<file path="config.mk">
export PLATFORM = sky130hd
export DESIGN_NAME = spi_controller
export DESIGN_NICKNAME = d
export VERILOG_FILES = /design/src/rtl/spi_controller.sv
export SDC_FILE = /design/constraint.sdc
export NUM_CORES = 1
export LEC_CHECK = 0
export ABC_CLOCK_PERIOD_IN_PS = 1800
export CAP_MARGIN = 20
export CORE_MARGIN = 5
export CORE_UTILIZATION = 40
export CTS_CLUSTER_SIZE = 8
export DETAILED_ROUTE_END_ITERATION = 16
export PLACE_DENSITY = 0.74
export SLEW_MARGIN = 20
export SYNTH_ARGS = -nofsm -noshare
export SYNTH_HDL_FRONTEND = slang
export SYNTH_SLANG_ARGS = --single-unit
</file>
<file path="constraint.sdc">
create_clock -name clk -period 1.8 [get_ports clk]
set_input_delay 0.27 -clock clk [delete_from_list [all_inputs] [get_ports clk]]
set_output_delay 0.27 -clock clk [all_outputs]
set_load 0.005 [all_outputs]
</file>
<file path="src/rtl/spi_controller.sv">
// Mode-0, MSB-first SPI initiator sending 16-bit {rw, addr, data} register-write frames.
// Optional one-entry request buffer enabled with `define SPI_CTRL_QUEUE_EN.
module spi_controller #(
    parameter int unsigned CLK_DIV  = 4,
    parameter int unsigned CS_SETUP = 4,
    parameter int unsigned CS_HOLD  = 4,
    parameter int unsigned CS_GAP   = 4
) (
    input  logic       clk,
    input  logic       rst,
    input  logic       start,
    input  logic       rw,
    input  logic [6:0] addr,
    input  logic [7:0] wdata,
    output logic       ready,
    output logic       busy,
    output logic       done,
    output logic       nCS,
    output logic       SCLK,
    output logic       COPI
);

    localparam int unsigned PH_MAX = (CS_SETUP > CS_HOLD)
                                   ? ((CS_SETUP > CS_GAP) ? CS_SETUP : CS_GAP)
                                   : ((CS_HOLD > CS_GAP) ? CS_HOLD : CS_GAP);
    localparam int unsigned PH_W   = (PH_MAX > 1) ? $clog2(PH_MAX) : 1;
    localparam int unsigned HALF_W = $clog2(CLK_DIV);

    generate
        if (CLK_DIV < 2) begin : g_bad_clk_div
            $error("spi_controller: CLK_DIV must be 2 or more");
        end
        if (CS_SETUP < 1 || CS_HOLD < 1) begin : g_bad_cs_timing
            $error("spi_controller: CS_SETUP and CS_HOLD must be 1 or more");
        end
        if (CS_GAP < 2) begin : g_bad_cs_gap
            $error("spi_controller: CS_GAP must be 2 or more");
        end
    endgenerate

    typedef enum logic [2:0] {IDLE, SETUP, SHIFT, HOLD, GAP} state_t;

    state_t              state_q, state_d;
    logic [PH_W-1:0]     phase_q, phase_d;
    logic [HALF_W-1:0]   half_q, half_d;
    logic [3:0]          bit_q, bit_d;
    logic [15:0]         shreg_q, shreg_d;
    logic                ncs_q, ncs_d;
    logic                sclk_q, sclk_d;
    logic                done_q, done_d;
    logic                accept;
    logic                launch;
    logic [15:0]         launch_frame;

`ifdef SPI_CTRL_QUEUE_EN
    logic                pend_valid_q, pend_valid_d;
    logic [15:0]         pend_data_q, pend_data_d;

    assign ready = !pend_valid_q;
`else
    assign ready = (state_q == IDLE);
`endif

    assign accept = start && ready;
    assign busy   = (state_q != IDLE);
    assign done   = done_q;
    assign nCS    = ncs_q;
    assign SCLK   = sclk_q;
    // COPI is the shift register MSB; it is cleared in GAP/IDLE so the pin rests low.
    assign COPI   = shreg_q[15];

    always_comb begin
        state_d      = state_q;
        phase_d      = phase_q;
        half_d       = half_q;
        bit_d        = bit_q;
        shreg_d      = shreg_q;
        ncs_d        = ncs_q;
        sclk_d       = sclk_q;
        done_d       = 1'b0;
        launch       = 1'b0;
        launch_frame = {rw, addr, wdata};
`ifdef SPI_CTRL_QUEUE_EN
        pend_valid_d = pend_valid_q;
        pend_data_d  = pend_data_q;
        if (accept && state_q != IDLE) begin
            pend_valid_d = 1'b1;
            pend_data_d  = {rw, addr, wdata};
        end
`endif
        case (state_q)
            IDLE: begin
`ifdef SPI_CTRL_QUEUE_EN
                if (pend_valid_q) begin
                    launch       = 1'b1;
                    launch_frame = pend_data_q;
                    pend_valid_d = 1'b0;
                end else
`endif
                if (accept) launch = 1'b1;
            end
            SETUP: begin
                if (phase_q == PH_W'(CS_SETUP - 1)) begin
                    state_d = SHIFT;
                    half_d  = '0;
                    bit_d   = '0;
                end else begin
                    phase_d = phase_q + 1'b1;
                end
            end
            SHIFT: begin
                if (half_q == HALF_W'(CLK_DIV - 1)) begin
                    half_d = '0;
                    if (!sclk_q) begin
                        sclk_d = 1'b1;
                    end else begin
                        // Falling edge: data only moves here, keeping COPI stable while SCLK is high.
                        sclk_d = 1'b0;
                        if (bit_q == 4'd15) begin
                            state_d = HOLD;
                            phase_d = '0;
                        end else begin
                            bit_d   = bit_q + 4'd1;
                            shreg_d = {shreg_q[14:0], 1'b0};
                        end
                    end
                end else begin
                    half_d = half_q + 1'b1;
                end
            end
            HOLD: begin
                if (phase_q == PH_W'(CS_HOLD - 1)) begin
                    state_d = GAP;
                    phase_d = '0;
                    ncs_d   = 1'b1;
                    shreg_d = '0;
                end else begin
                    phase_d = phase_q + 1'b1;
                end
            end
            GAP: begin
                if (phase_q == PH_W'(CS_GAP - 1)) begin
                    done_d = 1'b1;
`ifdef SPI_CTRL_QUEUE_EN
                    if (pend_valid_q) begin
                        launch       = 1'b1;
                        launch_frame = pend_data_q;
                        pend_valid_d = 1'b0;
                    end else
`endif
                    state_d = IDLE;
                end else begin
                    phase_d = phase_q + 1'b1;
                end
            end
            default: state_d = IDLE;
        endcase
        if (launch) begin
            state_d = SETUP;
            phase_d = '0;
            shreg_d = launch_frame;
            ncs_d   = 1'b0;
            sclk_d  = 1'b0;
        end
    end

    always_ff @(posedge clk) begin
        if (rst) begin
            state_q <= IDLE;
            phase_q <= '0;
            half_q  <= '0;
            bit_q   <= '0;
            shreg_q <= '0;
            ncs_q   <= 1'b1;
            sclk_q  <= 1'b0;
            done_q  <= 1'b0;
        end else begin
            state_q <= state_d;
            phase_q <= phase_d;
            half_q  <= half_d;
            bit_q   <= bit_d;
            shreg_q <= shreg_d;
            ncs_q   <= ncs_d;
            sclk_q  <= sclk_d;
            done_q  <= done_d;
        end
    end

`ifdef SPI_CTRL_QUEUE_EN
    always_ff @(posedge clk) begin
        if (rst) begin
            pend_valid_q <= 1'b0;
            pend_data_q  <= '0;
        end else begin
            pend_valid_q <= pend_valid_d;
            pend_data_q  <= pend_data_d;
        end
    end
`endif

endmodule

</file>
After elaboration in Yosys (flattened, before gate mapping)

Cells that the tools add are included.

Bitwise operators: 2
Equality and inequality tests: 23
Multiplexer cells: 35
Add/sub/neg operators: 3
Reductions and logical operators: 19

Operator list:

| operator                                                              | number |
|---|---|
| 16-bit 2-to-1 mux                                                     | 5 |
| 16-bit one-hot mux with 2 select lines                                | 1 |
| 3-bit inequality test, second input constant                          | 7 |
| 3-bit 2-to-1 mux                                                      | 6 |
| 4-bit 2-to-1 mux                                                      | 4 |
| 2-bit inequality test, second input constant                          | 8 |
| 3-bit one-hot mux with 5 select lines                                 | 1 |
| 5-bit AND reduction                                                   | 3 |
| 2-bit 2-to-1 mux                                                      | 7 |
| 7-bit AND reduction                                                   | 2 |
| 3-bit nonzero test                                                    | 3 |
| 1-bit 2-to-1 mux                                                      | 8 |
| 4-bit one-hot mux with 2 select lines                                 | 1 |
| 3-bit by 2-bit equality test with 1-bit output, second input constant | 2 |
| 2-bit one-hot mux with 3 select lines                                 | 1 |
| 2-bit AND reduction                                                   | 3 |
| 2-bit nonzero test                                                    | 3 |
| 2-bit OR reduction                                                    | 3 |
| 2-bit by 1-bit adder with 2-bit output, second input constant         | 2 |
| 4-bit by 1-bit adder with 4-bit output, second input constant         | 1 |
| 2-bit equality test, second input constant                            | 2 |
| 4-bit equality test, second input constant                            | 1 |
| 2-bit one-hot mux with 2 select lines                                 | 1 |
| 3-bit by 1-bit equality test with 1-bit output, second input constant | 1 |
| 5 further kinds                                                       | 6 |

Logic and storage cells: 91
Bits of input ports: 19
Flip-flop bits (word level): 30
Output and inout bits: 6

Longest topological paths before layout

Depth in word-level cells: 6
Mapped depth: 7
Mapped depth without buffers: 5

Worst setup path after synthesis

OpenSTA, ideal clock, no wires.

Path kind: register to register
Start point: reg bit_q[0]
End point: reg shreg_q[15]
Period minus slack after synthesis: 1.916 ns
Cell stages (with the launch flop): 8
Setup time: 0.122 ns
Buffers on the path: 2
Arrival: 1.794 ns
Data required time: 1.678 ns
Slack: -0.116 ns
Path through: dfxtp_1 -> ha_1 -> and3_4 -> or3_4 -> and3_4 -> buf_6 -> buf_6 -> o32a_1

Cells in the longest elaborated chain, start to end: 3

RTL lines:

| item                            | RTL line | text |
|---|---|---|
| from (decl)                     | 46       | `logic [3:0] bit_q, bit_d;` |
| from (signal assigned)          | 181      | `bit_q <= bit_d;` |
| 4-bit equality test             | 119      | `if (bit_q == 4'd15) begin` |
| 3-bit inequality test (no line) | -        |  |
| 5-bit AND reduction (no line)   | -        |  |
| to (signal assigned)            | 182      | `shreg_q <= shreg_d;` |
| to (decl)                       | 47       | `logic [15:0] shreg_q, shreg_d;` |

No other way between the ends.
A chain may end at the register's enable or synchronous reset.

Worst setup path in the final report

Start point: reg bit_q[0]
End point: reg shreg_q[2]

Same word-level chain as after synthesis.

==> results.json <==
{
  "cp_max_fo": 15,
  "drtAntennaViolNets": 0,
  "busiest_layer": "met2",
  "layout.cells.non_filler": 270,
  "finalPower_w": 0.00150,
  "wire_per_inst_um": 14.2,
  "grt_max_degree": 18,
  "crit_path_start_kind": "register",
  "finalMaxSlewViolations": 0,
  "grt.total_usage_pct": 15.3,
  "vias": 1473,
  "criticalPathCategory": "register to register",
  "multi_input_area_um2": 976,
  "power.leakage_nw": 0.840,
  "fp.dieH_um": 73.7,
  "cts_tree": "built",
  "cp-end-kind": "register",
  "synth_area_um2": 1620,
  "cts_buffers": 5,
  "min_path_type": "register to register",
  "grt_util_met2_pct": 26.9,
  "fill_cells": 362,
  "start_util_pct": 40.9,
  "max_slew_margin_pct": 61.3,
  "holdPathStages": 1,
  "finalHoldViolCount": 0,
  "rsz0062_at_grt": "no",
  "htreeDepth": 2,
  "grt-ovfl-total": 0,
  "path_common_cell": "and3_4",
  "ys.flop_type": "dfxtp_1",
  "wirelength_mm": 3.83,
  "crit_slowest_cell": "or3_4",
  "ir_worst_vdd_uv": 369,
  "reg2reg_to": "shreg_q[2]",
  "finClkSkew_ns": 0.00856,
  "route.detailed.drc": 0,
  "die_w_um": 73.7,
  "rows": 23,
  "synth_area_leaders": "dfxtp_1 (37%), o32a_1 (9.9%), o21a_1 (6.9%)",
  "fin_crit_ns": 1.75,
  "nNetsFinal": 242,
  "ios": 25,
  "syn-num-nets": 197,
  "hold_start": "shreg_q[2]",
  "yosysWarnings": 0,
  "gp_congestion": 0.843,
  "setup-violations-final": 0,
  "num_antenna_cells": 0,
  "cp.required_ns": 1.97,
  "clock-sinks": 30,
  "antenna_found_initial": 0,
  "grt_pass1_vias": 1437,
  "area_delta_synth_final_pct": 36.2,
  "avgSynthCellArea_um2": 9.27,
  "fin_crit_sh_pct": 96.9,
  "fmax_mhz": 573,
  "fp.coreArea_um2": 3970,
  "max_slew.worst_pin.slew_ns": 0.580,
  "cts_root_buffer": "clkbuf_8",
  "drive_gt1_share_pct": 25.5,
  "io_buffer_count": 24,
  "synth_edf_count": 0,
  "holdWs_ns": 0.464,
  "yosysTopAreaCell": "dfxtp_1",
  "final_cell_mix": "buf_4 (26), dfxtp_1 (24), clkdlybuf4s50_1 (22)",
  "via_per_inst": 5.46,
  "layout_commonest_cell": "buf_4",
  "grt_use_met1_pct": 17.6,
  "setup_tns_ns": 0,
  "r2r_start": "bit_q[0]",
  "reg2reg_slack_ns": 0.05,
  "hold_end": "shreg_q[2]",
  "p_per_area_nw_per_um2": 680,
  "synth_cell_types": 46,
  "synth_top_area_share_pct": 37.0,
  "clk_pin_slew_ns": 0.06,
  "first_pass_iters": 4,
  "async_flop_share_pct": 0,
  "critical_path.max_stage_delay_ns": 0.35,
  "ys_ff_latch": 30,
  "hpwl_mm": 2.74,
  "yosysSeqAreaShare_pct": 37.0,
  "grt_first_pass_wirelength_mm": 6.56,
  "seq_area_um2": 613,
  "clockBufferDepth": 2,
  "worstSkewPairLatency_ns": 0.28,
  "hold_buffers": 0,
  "synth_cells": 175,
  "maxCapViolCount": 0,
  "reg2reg_depth": 5,
  "die_area_um2": 5430,
  "dp.cells": 260,
  "status": "completed",
  "path_cells": "ha_2, and3_4, or3_4, and3_4, o32a_1",
  "grt_use_met3_pct": 4.38,
  "cp_data_arrival_time_ns": 1.91,
  "drtIter0Drc": 58
}
cell usage after synthesis, drive strengths merged (3+ instances only):
cell type and number:
a21oi 10, and2 18, and3 3, buf 7, clkbuf 7, dfxtp 30, ha 3, nand2 8
nand2b 3, nor2 8, nor2b 3, nor3 5, nor4 3, o21a 15, o21ai 6, o32a 16
worst max-delay path, delay by kind of cell, from the launching register on:
kind,cells,cell delay [ns]
AO/OA/AOI/OAI,1,0.35
adder cells (fa/ha/maj),1,0.19
flip-flops,1,0.33
AND/OR/NAND/NOR,3,0.75
logic make-up after synthesis:
family	count (synthesis)	synth area share, %
simple gates	63	25.1
compound gates	60	28.4
flops	30	37.0
buf+inv	16	5.40
fa+ha+maj	3	2.31
xor+xnor	2	1.08
mux	1	0.617
power breakdown:
group / internal [W] / switching (W)
clock: 0.000259 / 0.000246
sequential: 0.000713 / 0.0000304
combinational: 0.000157 / 0.0000968
total: 0.00113 / 0.000373
metal layers:
metal	wire length, um	share of wire [%]
met5	0	0
met4	55	1.4
met3	184	4.8
met2	1860	49
met1	1730	45
worst max-delay path by stage:
stage               start          end  slack (ns)  cells after the start
2_1_floorplan    bit_q[1]  shreg_q[10]        0.04                      7
3_3_place_gp          rst  shreg_q[10]       -0.15                      4
3_5_place_dp          rst  shreg_q[13]       -0.16                      4
4_1_cts        state_q[1]        ready        0.01                      4
5_1_grt        state_q[1]   shreg_q[3]        0.01                      6
6_report         bit_q[0]   shreg_q[2]        0.05                      5
per-stage QoR:
stage	setup slack, ns	cell area, um^2	util [%]
after floorplan	0.0399	1640	-
after global placement	-0.146	2060	52.0
after detailed placement	-0.160	2060	52.0
after CTS	0.00955	2180	54.8
after global routing	0.0125	2210	55.6
final	0.0550	2210	55.6
cell type report:
| cell class | count | area share [%] |
|---|---|---|
| Clock buffer | 5 | 3.11 |
| Clock inverter | 2 | 0.453 |
| Inverter | 2 | 0.340 |
| Multi-Input combinational cell | 129 | 44.2 |
| Sequential cell | 30 | 27.7 |
| Tap cell | 50 | 2.83 |
| Timing Repair Buffer | 52 | 21.3 |
sequential cells by signal, summed over array words and instances (netlist names):
register  flops
state_q       3
done          1
phase_q       2
shreg_q      16
SCLK          1
nCS           1
half_q        2
bit_q         4
timing repair:
item / in CTS / in global routing
setup endpoints to repair: 9 / 7
buffers inserted: 2 / 1
resized for setup: 8 / 6
pin swaps: 1 / 2
Power figures use the tool's default switching activity.
